[src/rtl/cus19_pkg.sv]
// Shared definitions for the Custom19 store path: data widths, drain FSM
// encoding and the layout of one store-buffer entry {wide, addr, data}.
package cus19_pkg;

    localparam int CUS19_REG_W = 16;
    localparam int CUS19_DM_W  = 8;

    typedef enum logic [1:0] {
        ST_IDLE  = 2'd0,
        ST_BYTE0 = 2'd1,
        ST_BYTE1 = 2'd2
    } st_state_e;

    // Width of one packed store entry {wide, addr[addr_w-1:0], data[15:0]}.
    function automatic int cus19_entry_w(input int addr_w);
        return 1 + addr_w + CUS19_REG_W;
    endfunction

endpackage

[src/rtl/cus19_store_fifo.sv]
// Store buffer: DEPTH-entry circular FIFO. Exposes the head entry for the
// drain FSM and every slot plus its valid bit for the load-hazard compare.
module cus19_store_fifo #(
    parameter int WIDTH = 27,
    parameter int DEPTH = 2
) (
    input  logic                          clk,
    input  logic                          rst,
    input  logic                          push,
    input  logic [WIDTH-1:0]              push_data,
    input  logic                          pop,
    output logic [WIDTH-1:0]              head_data,
    output logic [$clog2(DEPTH)-1:0]      head_ptr,
    output logic [DEPTH*WIDTH-1:0]        entries,
    output logic [DEPTH-1:0]              valid,
    output logic [$clog2(DEPTH+1)-1:0]    count,
    output logic                          full,
    output logic                          empty
);

    localparam int PTR_W = $clog2(DEPTH);
    localparam int CNT_W = $clog2(DEPTH+1);

    logic [WIDTH-1:0] mem [DEPTH];
    logic [PTR_W-1:0] wr_ptr;
    logic [PTR_W-1:0] rd_ptr;
    logic [PTR_W-1:0] off;
    logic             do_push;
    logic             do_pop;

    assign full      = (count == CNT_W'(DEPTH));
    assign empty     = (count == {CNT_W{1'b0}});
    assign do_push   = push && !full;
    assign do_pop    = pop && !empty;
    assign head_data = mem[rd_ptr];
    assign head_ptr  = rd_ptr;

    // Entry storage; contents are only meaningful where valid is set.
    always_ff @(posedge clk) begin
        if (do_push) begin
            mem[wr_ptr] <= push_data;
        end
    end

    // Pointer and occupancy bookkeeping; pointers wrap since DEPTH is 2^n.
    always_ff @(posedge clk) begin
        if (rst) begin
            wr_ptr <= {PTR_W{1'b0}};
            rd_ptr <= {PTR_W{1'b0}};
            count  <= {CNT_W{1'b0}};
        end else begin
            if (do_push) begin
                wr_ptr <= wr_ptr + PTR_W'(1'b1);
            end
            if (do_pop) begin
                rd_ptr <= rd_ptr + PTR_W'(1'b1);
            end
            count <= count + CNT_W'(do_push) - CNT_W'(do_pop);
        end
    end

    // Flatten slots and mark a slot valid when its distance from head < count.
    always_comb begin
        entries = {DEPTH*WIDTH{1'b0}};
        valid   = {DEPTH{1'b0}};
        off     = {PTR_W{1'b0}};
        for (int j = 0; j < DEPTH; j++) begin
            entries[j*WIDTH +: WIDTH] = mem[j];
            off      = PTR_W'(j) - rd_ptr;
            valid[j] = (CNT_W'(off) < count);
        end
    end

endmodule

[src/rtl/cus19_store_unit.sv]
// Custom19 store unit: buffers ST requests and drains them one byte per
// handshake to the data memory (low byte first, then high byte for wide
// stores), and flags loads that hit a byte still waiting in the buffer.
module cus19_store_unit
    import cus19_pkg::*;
#(
    parameter int ADDR_W = 10,
    parameter int DEPTH  = 2
) (
    input  logic                   clk,
    input  logic                   rst,
    input  logic                   st_valid_in,
    input  logic [ADDR_W-1:0]      st_addr_in,
    input  logic [CUS19_REG_W-1:0] st_data_in,
    input  logic                   st_wide_in,
    output logic                   st_stall_out,
    output logic                   st_busy_out,
    output logic                   dm_wr_en_out,
    output logic [ADDR_W-1:0]      dm_wr_addr_out,
    output logic [CUS19_DM_W-1:0]  dm_wr_data_out,
    input  logic                   dm_wr_ready_in,
    input  logic [ADDR_W-1:0]      ld_addr_in,
    output logic                   ld_hazard_out
);

    localparam int ENTRY_W = cus19_entry_w(ADDR_W);
    localparam int PTR_W   = $clog2(DEPTH);
    localparam int CNT_W   = $clog2(DEPTH+1);

    typedef struct packed {
        logic                   wide;
        logic [ADDR_W-1:0]      addr;
        logic [CUS19_REG_W-1:0] data;
    } entry_t;

    st_state_e            state;
    entry_t               push_entry;
    entry_t               head;
    entry_t               slot;
    logic [DEPTH*ENTRY_W-1:0] entries;
    logic [DEPTH-1:0]     valid;
    logic [PTR_W-1:0]     head_ptr;
    logic [CNT_W-1:0]     count;
    logic [CNT_W-1:0]     count_after;
    logic                 full;
    logic                 empty;
    logic                 push;
    logic                 pop;
    logic                 lo_pending;

    cus19_store_fifo #(
        .WIDTH (ENTRY_W),
        .DEPTH (DEPTH)
    ) u_fifo (
        .clk       (clk),
        .rst       (rst),
        .push      (push),
        .push_data (push_entry),
        .pop       (pop),
        .head_data (head),
        .head_ptr  (head_ptr),
        .entries   (entries),
        .valid     (valid),
        .count     (count),
        .full      (full),
        .empty     (empty)
    );

    // Accept a request only when the buffer had room at the start of the cycle.
    always_comb begin
        push_entry = '{wide: st_wide_in, addr: st_addr_in, data: st_data_in};
        push       = st_valid_in && !full;
        if (state == ST_BYTE1) begin
            pop = dm_wr_ready_in;
        end else if (state == ST_BYTE0) begin
            pop = dm_wr_ready_in && !head.wide;
        end else begin
            pop = 1'b0;
        end
        count_after = count + CNT_W'(push) - CNT_W'(pop);
    end

    // Drain FSM: IDLE waits for an entry, BYTE0/BYTE1 write low/high byte.
    always_ff @(posedge clk) begin
        if (rst) begin
            state <= ST_IDLE;
        end else begin
            case (state)
                ST_IDLE: begin
                    if (count != {CNT_W{1'b0}}) state <= ST_BYTE0;
                end
                ST_BYTE0: begin
                    if (dm_wr_ready_in) begin
                        if (head.wide)                          state <= ST_BYTE1;
                        else if (count_after != {CNT_W{1'b0}})  state <= ST_BYTE0;
                        else                                    state <= ST_IDLE;
                    end
                end
                ST_BYTE1: begin
                    if (dm_wr_ready_in) begin
                        if (count_after != {CNT_W{1'b0}}) state <= ST_BYTE0;
                        else                              state <= ST_IDLE;
                    end
                end
                default: state <= ST_IDLE;
            endcase
        end
    end

    // Memory write port decoded from FSM state and the buffer head only.
    always_comb begin
        st_stall_out = full;
        st_busy_out  = !empty;
        case (state)
            ST_BYTE0: begin
                dm_wr_en_out   = 1'b1;
                dm_wr_addr_out = head.addr;
                dm_wr_data_out = head.data[7:0];
            end
            ST_BYTE1: begin
                dm_wr_en_out   = 1'b1;
                dm_wr_addr_out = head.addr + ADDR_W'(1'b1);
                dm_wr_data_out = head.data[15:8];
            end
            default: begin
                dm_wr_en_out   = 1'b0;
                dm_wr_addr_out = {ADDR_W{1'b0}};
                dm_wr_data_out = {CUS19_DM_W{1'b0}};
            end
        endcase
    end

    // Load hazard: any pending byte of any valid entry matches the load address.
    // The head's low byte is already written once the FSM is in BYTE1.
    always_comb begin
        ld_hazard_out = 1'b0;
        slot          = '0;
        lo_pending    = 1'b0;
        for (int i = 0; i < DEPTH; i++) begin
            slot       = entry_t'(entries[i*ENTRY_W +: ENTRY_W]);
            lo_pending = !((PTR_W'(i) == head_ptr) && (state == ST_BYTE1));
            if (valid[i]) begin
                if ((lo_pending && (slot.addr == ld_addr_in)) ||
                    (slot.wide && ((slot.addr + ADDR_W'(1'b1)) == ld_addr_in))) begin
                    ld_hazard_out = 1'b1;
                end else begin
                    ld_hazard_out = ld_hazard_out;
                end
            end else begin
                ld_hazard_out = ld_hazard_out;
            end
        end
    end

endmodule

[config.mk]
export PLATFORM = sky130hd
export DESIGN_NAME = cus19_store_unit
export DESIGN_NICKNAME = d
export VERILOG_FILES = /design/src/rtl/cus19_pkg.sv /design/src/rtl/cus19_store_fifo.sv /design/src/rtl/cus19_store_unit.sv
export SDC_FILE = /design/constraint.sdc
export NUM_CORES = 1
export LEC_CHECK = 0
export ABC_AREA = 1
export CAP_MARGIN = 5
export CELL_PAD_IN_SITES_DETAIL_PLACEMENT = 0
export CELL_PAD_IN_SITES_GLOBAL_PLACEMENT = 2
export CORE_UTILIZATION = 31
export DETAILED_ROUTE_END_ITERATION = 10
export GPL_TIMING_DRIVEN = 0
export PLACE_DENSITY_LB_ADDON = 0.05
export SLEW_MARGIN = 20
export SYNTH_ARGS = -nofsm -noshare
export SYNTH_HDL_FRONTEND = slang
export SYNTH_SLANG_ARGS = --single-unit
[constraint.sdc]
create_clock -name clk -period 2.7 [get_ports clk]
set_clock_uncertainty 0.1 [all_clocks]
set_input_delay 0.54 -clock clk [delete_from_list [all_inputs] [get_ports clk]]
set_output_delay 0.54 -clock clk [all_outputs]
set_load 0.01 [all_outputs]
==> results.cfg <==
[status]
outcome = finished, final reports clean

[synthesis]
yosys.area.top_type = edfxtp_1
muxShareOfSynthArea_pct = 0
yosys.area_share.simple_pct = 25.6
synth_top_cells_by_count = 109 x nand2_1, 68 x nor2_1, 54 x edfxtp_1, 54 x inv_1, 29 x o21ai_0
ys_seq_area_share_pct = 48.2
synth-xor-area-share_pct = 4.07
synth_ff_type = edfxtp_1
synthCells = 452
ys_types = 33
synthAdderAreaFrac_pct = 3.76
synth_top_family_by_area = simple AND/OR/NAND/NOR gates
synth_most_common_cell = nand2_1
synth_compound_area_share_pct = 10.5
synth_top_area_share_pct = 44.3
synth.avg_cell_area_um2 = 8.09
ys_async_sr_fraction_pct = 0
synth_edf_count = 54
synth_warnings = 0
ys_ff_latch = 61
syn_nets = 504
syn_area_mm2 = 0.00366
synth_area_leaders = edfxtp_1 44%, nand2_1 11%, nor2_1 7.0%

[routing]
dr.pass1.iters = 4
routed_wl_mm = 9.85
ant_nets = 0
via_count = 3134
vias_per_cell = 4.53
first_iter_violations = 164
wl_per_cell_um = 14.2
route.detailed.drc = 0

[sta]
fmax_mhz = 372
worst_pin_slew_ps = 671
fin_crit_ps = 2690
setup_viol = 0
timing.final.crit_share_pct = 99.5
relSlewSlack_pct = 54.8
slew_violations = 0
rsz0062_at_grt = true
hold_violations = 0

[global_routing]
grtUsageMet3_pct = 3.40
grt_pass1_wl_mm = 16.1
met2_usage_pct = 28.9
grt_max_degree = 25
grt-ovfl-total = 0
first_global_vias = 3228
antenna_found_initial = 1
grtUsageMet1_pct = 21.2
grt.busiest_layer = met2
grt_use_total_pct = 17.2

[clock_tree]
clk_path_buf_depth = 2
clk_pin_slew_ps = 50
cts_tree = yes
numCtsBuffers = 9
clockRootBuffer = clkbuf_16
ctsHtreeMaxLevel = 3
ctsHoldBuffers = 0
cts_sinks = 61
clk-insertion-delay-late_ps = 320

[setup_path]
timing.rr.start = state[1]
arrival_ps = 2050
rr_worst_depth = 13
reg2reg_slack_ps = 310
start_kind = primary input
worstPathMaxFanout = 2
r2r_end = u_fifo.count[1]
required_ps = 2060
crit_type = primary input to output pin
worstSetupEndpointType = output pin

[die]
dieArea_mm2 = 0.0122
io-pin-count = 63
core_area_mm2 = 0.0115
die_h_um = 111
placement_rows = 39
start_util_pct = 31.9
die_x_um = 111

[layout]
nets = 595
post-route-cell-area_mm2 = 0.00501
area_growth_pct = 37.1
fillers = 1148
drive_above_1_share_pct = 19.2

[hold_path]
hold_path.startpoint = state[0]
hold_class = flip-flop to flip-flop
min_path_cells = 2
hold_path_end = state[0]

[placement]
place_area_mm2 = 0.00452
gp_congestion = 0.818
numPortBuffers = 62
hpwlAfterDp_mm = 7.67

[pwr]
power_mw = 3.32
leakagePower_nw = 2.14
power_density_mw_per_mm2 = 662
ir_worst_vdd_mv = 0.448

[run]
drv_cap = 0
layer usage:
layer	share of wire, %	vias to the layer above
met3	3.8	12
met5	0	-
met2	48	56
met1	46	1410
li1	-	1656
met4	1.8	0
worst max-delay path, cell delays in order:
cell and delay (ps):
clkdlybuf4s50_1 560, xnor2_2 150, o21ai_0 150, nor3_1 180, nand3_1 110, nand2_2 110
nand2_1 50, nand2_1 70, buf_2 130
power by group:
group          total, mW  switching, mW  internal [mW]
logic               1.12          0.664          0.460
clock network      0.973          0.356          0.616
registers           1.22         0.0696           1.15
through the flow:
step	setup slack, ps	hold slack, ps	util (%)	cells	setup TNS, ps
3_5_place_dp	-605	413	39.4	659	-3350
2_1_floorplan	335	373	-	452	0
3_3_place_gp	-899	397	38.9	657	-52130
6_report	14.8	391	43.7	692	0
5_1_grt	-149	419	43.7	692	-295
4_1_cts	-44.7	396	43.3	686	-44.7
worst max path at each step:
stage / start / endpoint / slack, ps / cells past startpoint
CTS: u_fifo.mem[0][17] / ld_hazard_out / -40 / 13
detailed placement: ld_addr_in[9] / ld_hazard_out / -600 / 11
floorplan: st_valid_in / u_fifo.mem[1][0] / 340 / 2
global placement: st_valid_in / u_fifo.mem[1][18] / -900 / 3
global route: u_fifo.mem[1][17] / ld_hazard_out / -150 / 12
finish: ld_addr_in[0] / ld_hazard_out / 10 / 9
flip-flops by register name (all words and copies together), names as in the netlist, named ones only:
name	cells
state	2
u_fifo.count	2
u_fifo.head_ptr	1
u_fifo.mem	54
u_fifo.wr_ptr	1
timing repair:
item	4_1_cts	5_1_grt
resized for setup	70	32
pin swaps	9	10
setup endpoints to repair	19	16
cloned	0	0
buffers inserted	11	5
cell usage in the layout (no fill, tap or decap), drive strengths merged:
| cell type | synthesis | final |
|---|---|---|
| a221oi | 1 | 1 |
| and2 | 1 | 1 |
| dlymetal6s2s | 0 | 2 |
| o21a | 1 | 1 |
| nor2 | 71 | 71 |
| xnor2 | 9 | 9 |
| ha | 11 | 11 |
| xor2 | 8 | 8 |
| dlygate4sd2 | 0 | 9 |
| edfxtp | 54 | 54 |
| diode | 0 | 1 |
| dfxtp | 7 | 7 |
| nor3 | 9 | 9 |
| clkdlybuf4s50 | 0 | 37 |
| nand3 | 30 | 30 |
| a21oi | 18 | 18 |
| o22ai | 2 | 2 |
| or2 | 1 | 1 |
| nand2 | 110 | 110 |
| a211oi | 1 | 1 |
| a32oi | 1 | 1 |
| buf | 6 | 28 |
| clkinv | 0 | 2 |
| clkbuf | 4 | 28 |
| nor3b | 1 | 1 |
| o21ai | 43 | 43 |
| inv | 62 | 62 |
| o31ai | 1 | 1 |
final cells by class:
cell class / instances / area (um^2) / share of cell area, %
multi-input cells: 319 / 1780 / 35.5
flip-flops and latches: 61 / 1760 / 35.2
repair buffers: 80 / 716 / 14.3
clock buffers: 14 / 244 / 4.87
inverters: 62 / 233 / 4.64
well taps: 143 / 179 / 3.57
plain buffers: 10 / 87.6 / 1.75
clock inverters: 2 / 10.0 / 0.200
diodes: 1 / 2.50 / 0.0499
kinds of logic (layout without fill, tap and decap cells):
family / after synthesis / after routing
flops: 61 / 61
xor+xnor: 17 / 17
buf+inv: 72 / 168
simple gates: 223 / 223
fa+ha+maj: 11 / 11
compound gates: 68 / 68
other cells: 0 / 1
(Power assumes the default switching activity.)
